==> config.mk <==
export PLATFORM = sky130hd
export DESIGN_NAME = tx_ipv4
export DESIGN_NICKNAME = d
export VERILOG_FILES = /design/src/rtl/tx_ipv4.sv
export SDC_FILE = /design/constraint.sdc
export NUM_CORES = 1
export LEC_CHECK = 0
export CAP_MARGIN = 5
export CORE_UTILIZATION = 51
export DETAILED_ROUTE_END_ITERATION = 8
export HOLD_SLACK_MARGIN = 0.1
export PLACE_DENSITY = 0.88
export SLEW_MARGIN = 10
export SYNTH_ARGS = -nofsm -noshare
export SYNTH_HDL_FRONTEND = slang
export SYNTH_SLANG_ARGS = --single-unit
==> constraint.sdc <==
create_clock -name RX_CLK -period 4.8 [get_ports RX_CLK]
set_input_delay 0.96 -clock RX_CLK [delete_from_list [all_inputs] [get_ports RX_CLK]]
set_output_delay 0.96 -clock RX_CLK [all_outputs]
set_load 0.005 [all_outputs]
==> src/rtl/tx_ipv4.sv <==
// IPv4 transmit framer: checksums a 20-byte header, emits it, then passes L4 payload through.
// Define TX_IPV4_ID_INC_EN for an incrementing Identification field (otherwise it is fixed at 0).
module tx_ipv4 #(
    parameter int          OCT         = 8,
    parameter logic [7:0]  TTL         = 8'd64,
    parameter int          MAX_PAYLOAD = 1480
) (
    input  logic           RX_CLK,
    input  logic           rst,
    input  logic [31:0]    ip_addr,
    input  logic [31:0]    tx_dst_ip,
    input  logic [7:0]     tx_protocol,
    input  logic [15:0]    tx_len,
    input  logic           tx_start,
    output logic           tx_busy,
    output logic           tx_err,
    input  logic [OCT-1:0] tx_data_in,
    input  logic           tx_data_in_valid,
    output logic           tx_data_in_ready,
    input  logic           tx_ready,
    output logic           tx_payload_ipv4,
    output logic [OCT-1:0] tx_payload,
    output logic           tx_last,
    output logic           tx_done
);
    localparam logic [15:0] MAX_LEN = 16'(MAX_PAYLOAD);

    typedef enum logic [2:0] {IDLE, CSUM, FOLD, HDR, DATA, DONE} state_t;
    state_t state, state_nxt;

    logic [31:0]    src_ip, dst_ip;
    logic [7:0]     proto;
    logic [15:0]    len, rem, csum, id;
    logic [19:0]    acc;
    logic [16:0]    fold_s;
    logic [4:0]     idx;
    logic [OCT-1:0] hdr_byte;
    logic           hdr_vld, hdr_last, err;
    logic           start_ok, data_fire, hdr_fire;
    logic [15:0]    sel_word;

    assign start_ok  = tx_start && (tx_len <= MAX_LEN);
    assign data_fire = tx_data_in_valid && tx_ready;
    assign hdr_fire  = hdr_vld && tx_ready;
    assign fold_s    = {1'b0, acc[15:0]} + {13'b0, acc[19:16]};
    assign tx_busy   = (state == CSUM) || (state == FOLD) || (state == HDR) || (state == DATA);
    assign tx_err    = err;
    assign sel_word  = hdr_word(idx[4:1]);

`ifdef TX_IPV4_ID_INC_EN
    always_ff @(posedge RX_CLK) begin
        if (rst)
            id <= 16'h0000;
        else if (state == DONE)
            id <= id + 16'd1;
    end
`else
    assign id = 16'h0000;
`endif

    // Header word i; the checksum slot reads 0 while the sum is being accumulated.
    function automatic logic [15:0] hdr_word(input logic [3:0] i);
        case (i)
            4'd0:    hdr_word = 16'h4500;
            4'd1:    hdr_word = len + 16'd20;
            4'd2:    hdr_word = id;
            4'd3:    hdr_word = 16'h4000;
            4'd4:    hdr_word = {TTL, proto};
            4'd5:    hdr_word = csum;
            4'd6:    hdr_word = src_ip[31:16];
            4'd7:    hdr_word = src_ip[15:0];
            4'd8:    hdr_word = dst_ip[31:16];
            4'd9:    hdr_word = dst_ip[15:0];
            default: hdr_word = 16'h0000;
        endcase
    endfunction

    always_ff @(posedge RX_CLK) begin
        if (rst)
            state <= IDLE;
        else
            state <= state_nxt;
    end

    always_comb begin
        state_nxt        = state;
        tx_payload_ipv4  = hdr_vld;
        tx_payload       = hdr_byte;
        tx_last          = hdr_last;
        tx_data_in_ready = 1'b0;
        tx_done          = 1'b0;
        case (state)
            IDLE: if (start_ok) state_nxt = CSUM;
            CSUM: if (idx == 5'd9) state_nxt = FOLD;
            FOLD: state_nxt = HDR;
            HDR:  if (hdr_fire && idx == 5'd20) state_nxt = (len == 16'd0) ? DONE : DATA;
            DATA: begin
                tx_payload_ipv4  = tx_data_in_valid;
                tx_payload       = tx_data_in;
                tx_last          = tx_data_in_valid && (rem == 16'd1);
                tx_data_in_ready = data_fire;
                if (data_fire && rem == 16'd1) state_nxt = DONE;
            end
            DONE: begin
                tx_done   = 1'b1;
                state_nxt = IDLE;
            end
            default: state_nxt = IDLE;
        endcase
    end

    // Request fields are only meaningful while busy, so they carry no reset.
    always_ff @(posedge RX_CLK) begin
        if (state == IDLE && start_ok) begin
            src_ip <= ip_addr;
            dst_ip <= tx_dst_ip;
            proto  <= tx_protocol;
            len    <= tx_len;
            csum   <= 16'h0000;
        end else if (state == FOLD) begin
            csum   <= ~(fold_s[15:0] + {15'b0, fold_s[16]});
        end
    end

    always_ff @(posedge RX_CLK) begin
        if (rst) begin
            err      <= 1'b0;
            acc      <= '0;
            idx      <= '0;
            rem      <= '0;
            hdr_byte <= '0;
            hdr_vld  <= 1'b0;
            hdr_last <= 1'b0;
        end else begin
            err <= (state == IDLE) && tx_start && (tx_len > MAX_LEN);
            case (state)
                IDLE: begin
                    acc      <= '0;
                    idx      <= '0;
                    hdr_vld  <= 1'b0;
                    hdr_last <= 1'b0;
                    if (start_ok) rem <= tx_len;
                end
                CSUM: begin
                    acc <= acc + {4'b0, hdr_word(idx[3:0])};
                    idx <= (idx == 5'd9) ? 5'd0 : idx + 5'd1;
                end
                HDR: if (!hdr_vld || tx_ready) begin
                    if (idx < 5'd20) begin
                        hdr_byte <= idx[0] ? sel_word[7:0] : sel_word[15:8];
                        hdr_vld  <= 1'b1;
                        hdr_last <= (idx == 5'd19) && (len == 16'd0);
                        idx      <= idx + 5'd1;
                    end else begin
                        hdr_vld  <= 1'b0;
                        hdr_last <= 1'b0;
                    end
                end
                DATA: if (data_fire) rem <= rem - 16'd1;
                default: ;
            endcase
        end
    end
endmodule

==> results of run 1 <==
[power by group through the flow]
stage | logic [uW] | clock network (uW) | registers [uW]
finish | 174 | 1410 | 1520
global route | 186 | 1470 | 1520
CTS | 174 | 1420 | 1510
detailed placement | 170 | 0 | 1540
global placement | 165 | 0 | 1540
floorplan | 64.7 | 0 | 1520
[worst max-delay path: stages (launching register included)]
cell and delay [ns]:
dfxtp_1 0.35, buf_4 0.23, inv_1 0.15, ha_1 0.26
and2_1 0.30, a22o_1 0.29, a221o_1 0.25, a221oi_1 0.27
o21ai_0 0.22, ha_1 0.27, a21oi_1 0.15, o21bai_1 0.10
a21o_1 0.22, a2111oi_1 0.41, a21oi_1 0.23, a311o_1 0.39
a32o_1 0.25
[per-layer routing]
layer | part of all wire, % | track usage (%) | vias to the layer above
met2 | 46 | 50.94 | 626
met1 | 39 | 40.54 | 4039
li1 | - | - | 3867
met4 | 4.2 | 14.32 | 0
met5 | 0 | 0 | -
met3 | 11 | 8.911 | 121
[metrics by stage]
stage | total power, uW | utilization [%]
floorplan | 1586 | -
global placement | 1709 | 60.37
detailed placement | 1715 | 60.37
CTS | 3104 | 63.82
global route | 3170 | 63.83
finish | 3099 | 63.83
[cells in the mapped netlist (18+ instances only)]
library cell    n
mux2i_1        21
a22oi_1        33
clkbuf_1       44
xnor2_1        31
nor3_1         18
a211oi_1       23
a21oi_1        58
nor2_1         94
nand3_1        28
inv_1          22
dfxtp_1        71
o21ai_0        53
nand2_1       109
edfxtp_1       88
ha_1           30
[worst min-delay path by stage]
| stage | cells after the start | slack [ns] | end |
|---|---|---|---|
| after floorplan | 2 | 0.43 | hdr_byte[0] |
| after global placement | 2 | 0.46 | rem[9] |
| after detailed placement | 2 | 0.48 | hdr_byte[1] |
| after CTS | 2 | 0.49 | hdr_byte[0] |
| after global routing | 2 | 0.52 | hdr_byte[0] |
| final | 2 | 0.50 | rem[14] |
[cell usage in the layout, fill, tap and decap left out, types with 28 or more instances in the layout]
cell type,instances
nand2_1,109
nand3_1,28
clkdlybuf4s50_1,114
dfxtp_1,71
edfxtp_1,88
o21ai_0,53
xnor2_1,31
nor2_1,94
a21oi_1,58
a22oi_1,33
ha_1,30
[cell type report]
cell class                      count  area, sq um  area share [%]
Sequential cell                   159         4064           36.56
Tap cell                          225        281.5           2.532
Inverter                           22        82.58          0.7428
Multi-Input combinational cell    740         4812           43.29
Clock buffer                       17        425.4           3.827
Timing Repair Buffer              132         1276           11.48
Clock inverter                     15        175.2           1.576
[registers in the layout, indices dropped and copies added (netlist names)]
| register | count |
|---|---|
| rem | 16 |
| proto | 8 |
| hdr_vld | 1 |
| tx_err | 1 |
| hdr_byte | 8 |
| src_ip | 32 |
| state | 3 |
| idx | 5 |
| csum | 16 |
| hdr_last | 1 |
| dst_ip | 32 |
| len | 16 |
| acc | 20 |
[cells by family after synthesis]
| group | Yosys count |
|---|---|
| and+or+nand+nor | 345 |
| AOI/OAI and AO/OA | 287 |
| DFF | 159 |
| buffers and inverters | 74 |
| xor gates and xnor gates | 43 |
| muxes | 33 |
| adders and majority gates | 32 |
==> metrics.csv, run 1 <==
metric,value,unit
setup.worst_path.end,acc[14],
synth_fa_ha_area_share,4.541,%
grt_pass1_vias,8131,
synthesis.nets,1106,
finalMaxSlewViolations,0,
worst_setup_path_start_kind,flip-flop,
cap_viol_max_count,0,
syn_area_per_cell,9.401,sq um
min_period,4.420,ns
clockPowerShare,45.4,%
finalNetCount,1205,
postSynthCellCount,973,
vias,8653,
synthMuxAreaShare,3.775,%
dieWidth,135.9,um
maxSlewHeadroom,29.44,%
ys_seq_elements,159,
ys_types,76,
route.detailed.drc,0,
critical_path_class,flip-flop to flip-flop,
post_cts.repair.setup_buffers,0,
required,5.14,ns
track_usage,32.04,%
gp_congestion,1.007,
clockBufferDepth,2,
synth_flop_cell,edfxtp_1,
synth-async-reset-ratio,0,%
finalSetupTns,0,ns
finalHoldViolCount,0,
fin_skew,0.008433,ns
power.internal,2362,uW
fp.coreArea,17420,sq um
drive_gt1_share,7.281,%
die_h,135.9,um
reg2reg_setup_slack,0.38,ns
yosys.area.top_type,edfxtp_1,
synth-simple-area-share,18.19,%
fill_cells,1423,
setup_viol,0,
peakVddDrop,0.3944,mV
post-dp-hpwl,20820,um
critPathMaxFanout,13,
post-place-ws,0.4094,ns
ys_warn_count,0,
std_cell_rows,48,
start_util,52.52,%
netlist_top_cells_area,"edfxtp_1, dfxtp_1, nand2_1, ha_1, nor2_1",
antenna_cells,0,
power.switching,737.5,uW
seq_power_share,48.9,%
synth-xor-area-share,4.117,%
htreeDepth,4,
worstReg2RegEnd,acc[14],
drtIter0Drc,1029,
timing.hold.ws,0.4953,ns
clock_latency,0.45,ns
r2r_cells,16,
layout_setup_ws,0.3801,ns
synth_top_family_by_area,compound AO/OA/AOI/OAI gates,
combPwrFrac,5.6,%
dpl_cell_area,10520,sq um
synth_compound_area_share,21.87,%
ctsHoldBuffers,0,
finalCritPeriodShare,92.08,%
fin_cells,1310,
wl_per_cell,22.12,um
design_area,11120,sq um
post_cts_resized,0,
antenna_found_initial,0,
dp_cells,1278,
max_freq,226.2,MHz
holdCritStartpoint,rem[14],
io_buffers,114,
grt_max_degree,40,
netlist_area,9148,sq um
cts_buffers,17,
ys_seq_area_share,44.43,%
cp-startpoint,idx[1],
tightest_slew,1.050,ns
synth_top_area_share,28.89,%
area_delta_synth_final,21.53,%
cts_tree,done,
cts_root_buf,clkbuf_16,
grt_pass1_wl,44400,um
synth_edf_count,88,
finalWirelength,28970,um
clock-sinks,159,
overflow,0,
hold_path_class,flip-flop to flip-flop,
r2r_start,idx[1],
status,completed,
rsz0062_at_grt,false,
netSwitchingFraction,23.80,%
ant_nets,0,
num_io_pins,115,
clkTransAtPathRegs,0.07,ns
p_leak,0.003912,uW
end_kind,flip-flop,
viasPerCell,6.605,
arrival,4.76,ns
dr.pass1.iters,8,
dieArea,18480,sq um
power.density,278.8,nW/um^2
No activity file was read; power rests on OpenSTA's default activity.
==> inputs of run 2 (changes only) <==
--- a/config.mk
+++ b/config.mk
@@ -9,7 +9,7 @@
 export CORE_UTILIZATION = 51
 export DETAILED_ROUTE_END_ITERATION = 8
 export HOLD_SLACK_MARGIN = 0.1
-export PLACE_DENSITY = 0.88
+export PLACE_DENSITY = 0.86
 export SLEW_MARGIN = 10
 export SYNTH_ARGS = -nofsm -noshare
 export SYNTH_HDL_FRONTEND = slang
==> run 2 against run 1 <==
Flip-flop and latch count is the same. Sequential power is essentially flat. Worst hold slack lost 0.0061 ns. Clock skew grew 0.0035 ns. Core utilization grew 0.11 points. Worst setup slack lost 0.16 ns. Clock power is essentially flat. Routed wire length shrank 2.8%. Maximum frequency shrank 3.4%. Non-clock buffer count grew 1.
==> metrics.csv, run 2 (same netlist as run 1, synthesis figures left out) <==
metric,value,unit,change
peakVddDrop,0.3100,mV,-21%
clockBufferDepth,2,,unchanged
power,3085,uW,-0.45%
dr.pass1.iters,9,,+1
start_util,52.52,%,unchanged
reg_top3,"dst_ip x32, src_ip x32, acc x20",,
ant_nets,0,,unchanged
overflow,0,,unchanged
layout_commonest_cell,clkdlybuf4s50_1,,
finalSetupTns,0,ns,unchanged
grt_util_met2,47.93,%,-3.0 points
finalMaxSlewViolations,0,,unchanged
critical_path_class,flip-flop to flip-flop,,
power.switching,720.4,uW,-2.3%
seq_power_share,49.3,%,+0.4 points
finalNetCount,1206,,+0.083%
finalHoldViolCount,0,,unchanged
max_freq,218.5,MHz,-3.4%
cts_buffers,17,,unchanged
cp-startpoint,idx[3],,
cap_viol_max_count,0,,unchanged
finalCritPeriodShare,95.35,%,+3.3 points
worst_setup_path_start_kind,flip-flop,,
hold_path_class,flip-flop to flip-flop,,
route.detailed.drc,0,,unchanged
ctsHoldBuffers,0,,unchanged
fp.coreArea,17420,sq um,unchanged
cts_tree,done,,
r2r_cells,16,,unchanged
antenna_found_initial,0,,unchanged
grt_busiest_layer,met2,,
worstReg2RegEnd,acc[16],,
vias,8497,,-1.8%
min_period,4.577,ns,+0.1570 ns
grt_pass1_vias,7718,,-5.1%
gp_congestion,0.9766,,-3.0%
post_cts_resized,0,,unchanged
end_kind,flip-flop,,
grtUsageMet3,5.593,%,-3.3 points
combPwrFrac,5.6,%,about the same
dieWidth,135.9,um,unchanged
area_delta_synth_final,21.73,%,
cts_root_buf,clkbuf_16,,
post_cts.repair.setup_buffers,0,,unchanged
die_h,135.9,um,unchanged
r2r_start,idx[3],,
num_io_pins,115,,unchanged
power.internal,2365,uW,+0.14%
io_buffers,114,,unchanged
grt_max_degree,107,,+170%
drtIter0Drc,1130,,+9.8%
setup.worst_path.end,acc[16],,
clock_latency,0.44,ns,about the same
netSwitchingFraction,23.35,%,-0.45 points
htreeDepth,4,,unchanged
track_usage,30.78,%,-1.3 points
grt_pass1_wl,42630,um,-4.0%
most-common-layout-cells,"clkdlybuf4s50_1, nand2_1, nor2_1, edfxtp_1, dfxtp_1",,
antenna_cells,0,,unchanged
fin_skew,0.01191,ns,+0.003481 ns
drive_gt1_share,7.274,%,about the same
status,completed,,
clock-sinks,159,,unchanged
required,5.14,ns,about the same
clkTransAtPathRegs,0.07,ns,about the same
setup_viol,0,,unchanged
tightest_slew,1.149,ns,+0.09850 ns
clockPowerShare,45.2,%,-0.2 points
arrival,4.91,ns,+0.15 ns
wl_per_cell,21.47,um,-2.9%
viasPerCell,6.481,,-1.9%
finalWirelength,28150,um,-2.8%
grt.met1_usage,41.75,%,+1.2 points
post-dp-hpwl,20220,um,-2.9%
std_cell_rows,48,,unchanged
rsz0062_at_grt,false,,
reg2reg_setup_slack,0.22,ns,-0.16 ns
p_leak,0.003902,uW,-0.25%
fill_cells,1422,,-0.070%
maxSlewHeadroom,22.83,%,-6.6 points
power.density,277.1,nW/um^2,-0.62%
critPathMaxFanout,13,,unchanged
dieArea,18480,sq um,unchanged
multi_input_area,4811,sq um,about the same
seq_area,4064,sq um,unchanged
## run 2: cell count changes in the layout (fill, tap and decap cells not counted), sizes merged
cell / change
clkbuf: +3
clkinvlp: +4
clkinv: -5
inv: -1
buf: +1
bufinv: -1
## run 2: power by group through the flow
stage	Combinational (uW)	Clock, uW	Sequential [uW]
2_1_floorplan	64.7	0	1520
3_3_place_gp	165	0	1550
6_report	172	1390	1520
4_1_cts	171	1390	1520
5_1_grt	184	1450	1520
3_5_place_dp	169	0	1550
## run 2: layout make-up
| cell class | count | share of cell area [%] |
|---|---|---|
| Multi-Input combinational cell | 740 | 43.20 |
| Sequential cell | 159 | 36.49 |
| Timing Repair Buffer | 133 | 11.64 |
| Clock buffer | 20 | 4.303 |
| Tap cell | 225 | 2.528 |
| Clock inverter | 12 | 1.090 |
| Inverter | 22 | 0.7416 |
## run 2: worst min path at each step
stage,from,to,slack (ns),cells after the start
2_1_floorplan,hdr_byte[0],hdr_byte[0],0.43,2
3_3_place_gp,rem[9],rem[9],0.46,2
3_5_place_dp,rem[14],rem[14],0.47,2
4_1_cts,rem[14],rem[14],0.48,2
5_1_grt,csum[4],csum[4],0.52,2
6_report,rem[14],rem[14],0.49,2
## run 2: per-stage QoR
stage	setup slack (ns)	util [%]	cell area [sq um]	instances	hold WS (ns)
after floorplan	0.08202	-	9154	973	0.4322
after global placement	0.6034	60.49	10540	1279	0.4576
after detailed placement	0.4307	60.49	10540	1279	0.4713
after CTS	0.3986	63.94	11140	1311	0.4827
after global routing	0.002870	63.94	11140	1311	0.5197
final	0.2231	63.94	11140	1311	0.4893
## run 2: worst max-delay path: stages, from the launching register on
cell and delay (ns):
dfxtp_1 0.59, inv_1 0.19, nor2_1 0.39, and2_0 0.57, buf_4 0.27, a22oi_1 0.08
nand4_1 0.14, ha_1 0.20, inv_1 0.07, fa_1 0.40, nor2b_1 0.12, o21ai_0 0.10
a21oi_1 0.31, o21ai_0 0.22, a211oi_1 0.31, o221ai_1 0.18, mux2_2 0.32
## run 2: layer usage
metal	wire length, um	up-vias
met3	2667	86
li1	-	3867
met1	11620	4033
met5	0	-
met4	988	0
met2	12880	511
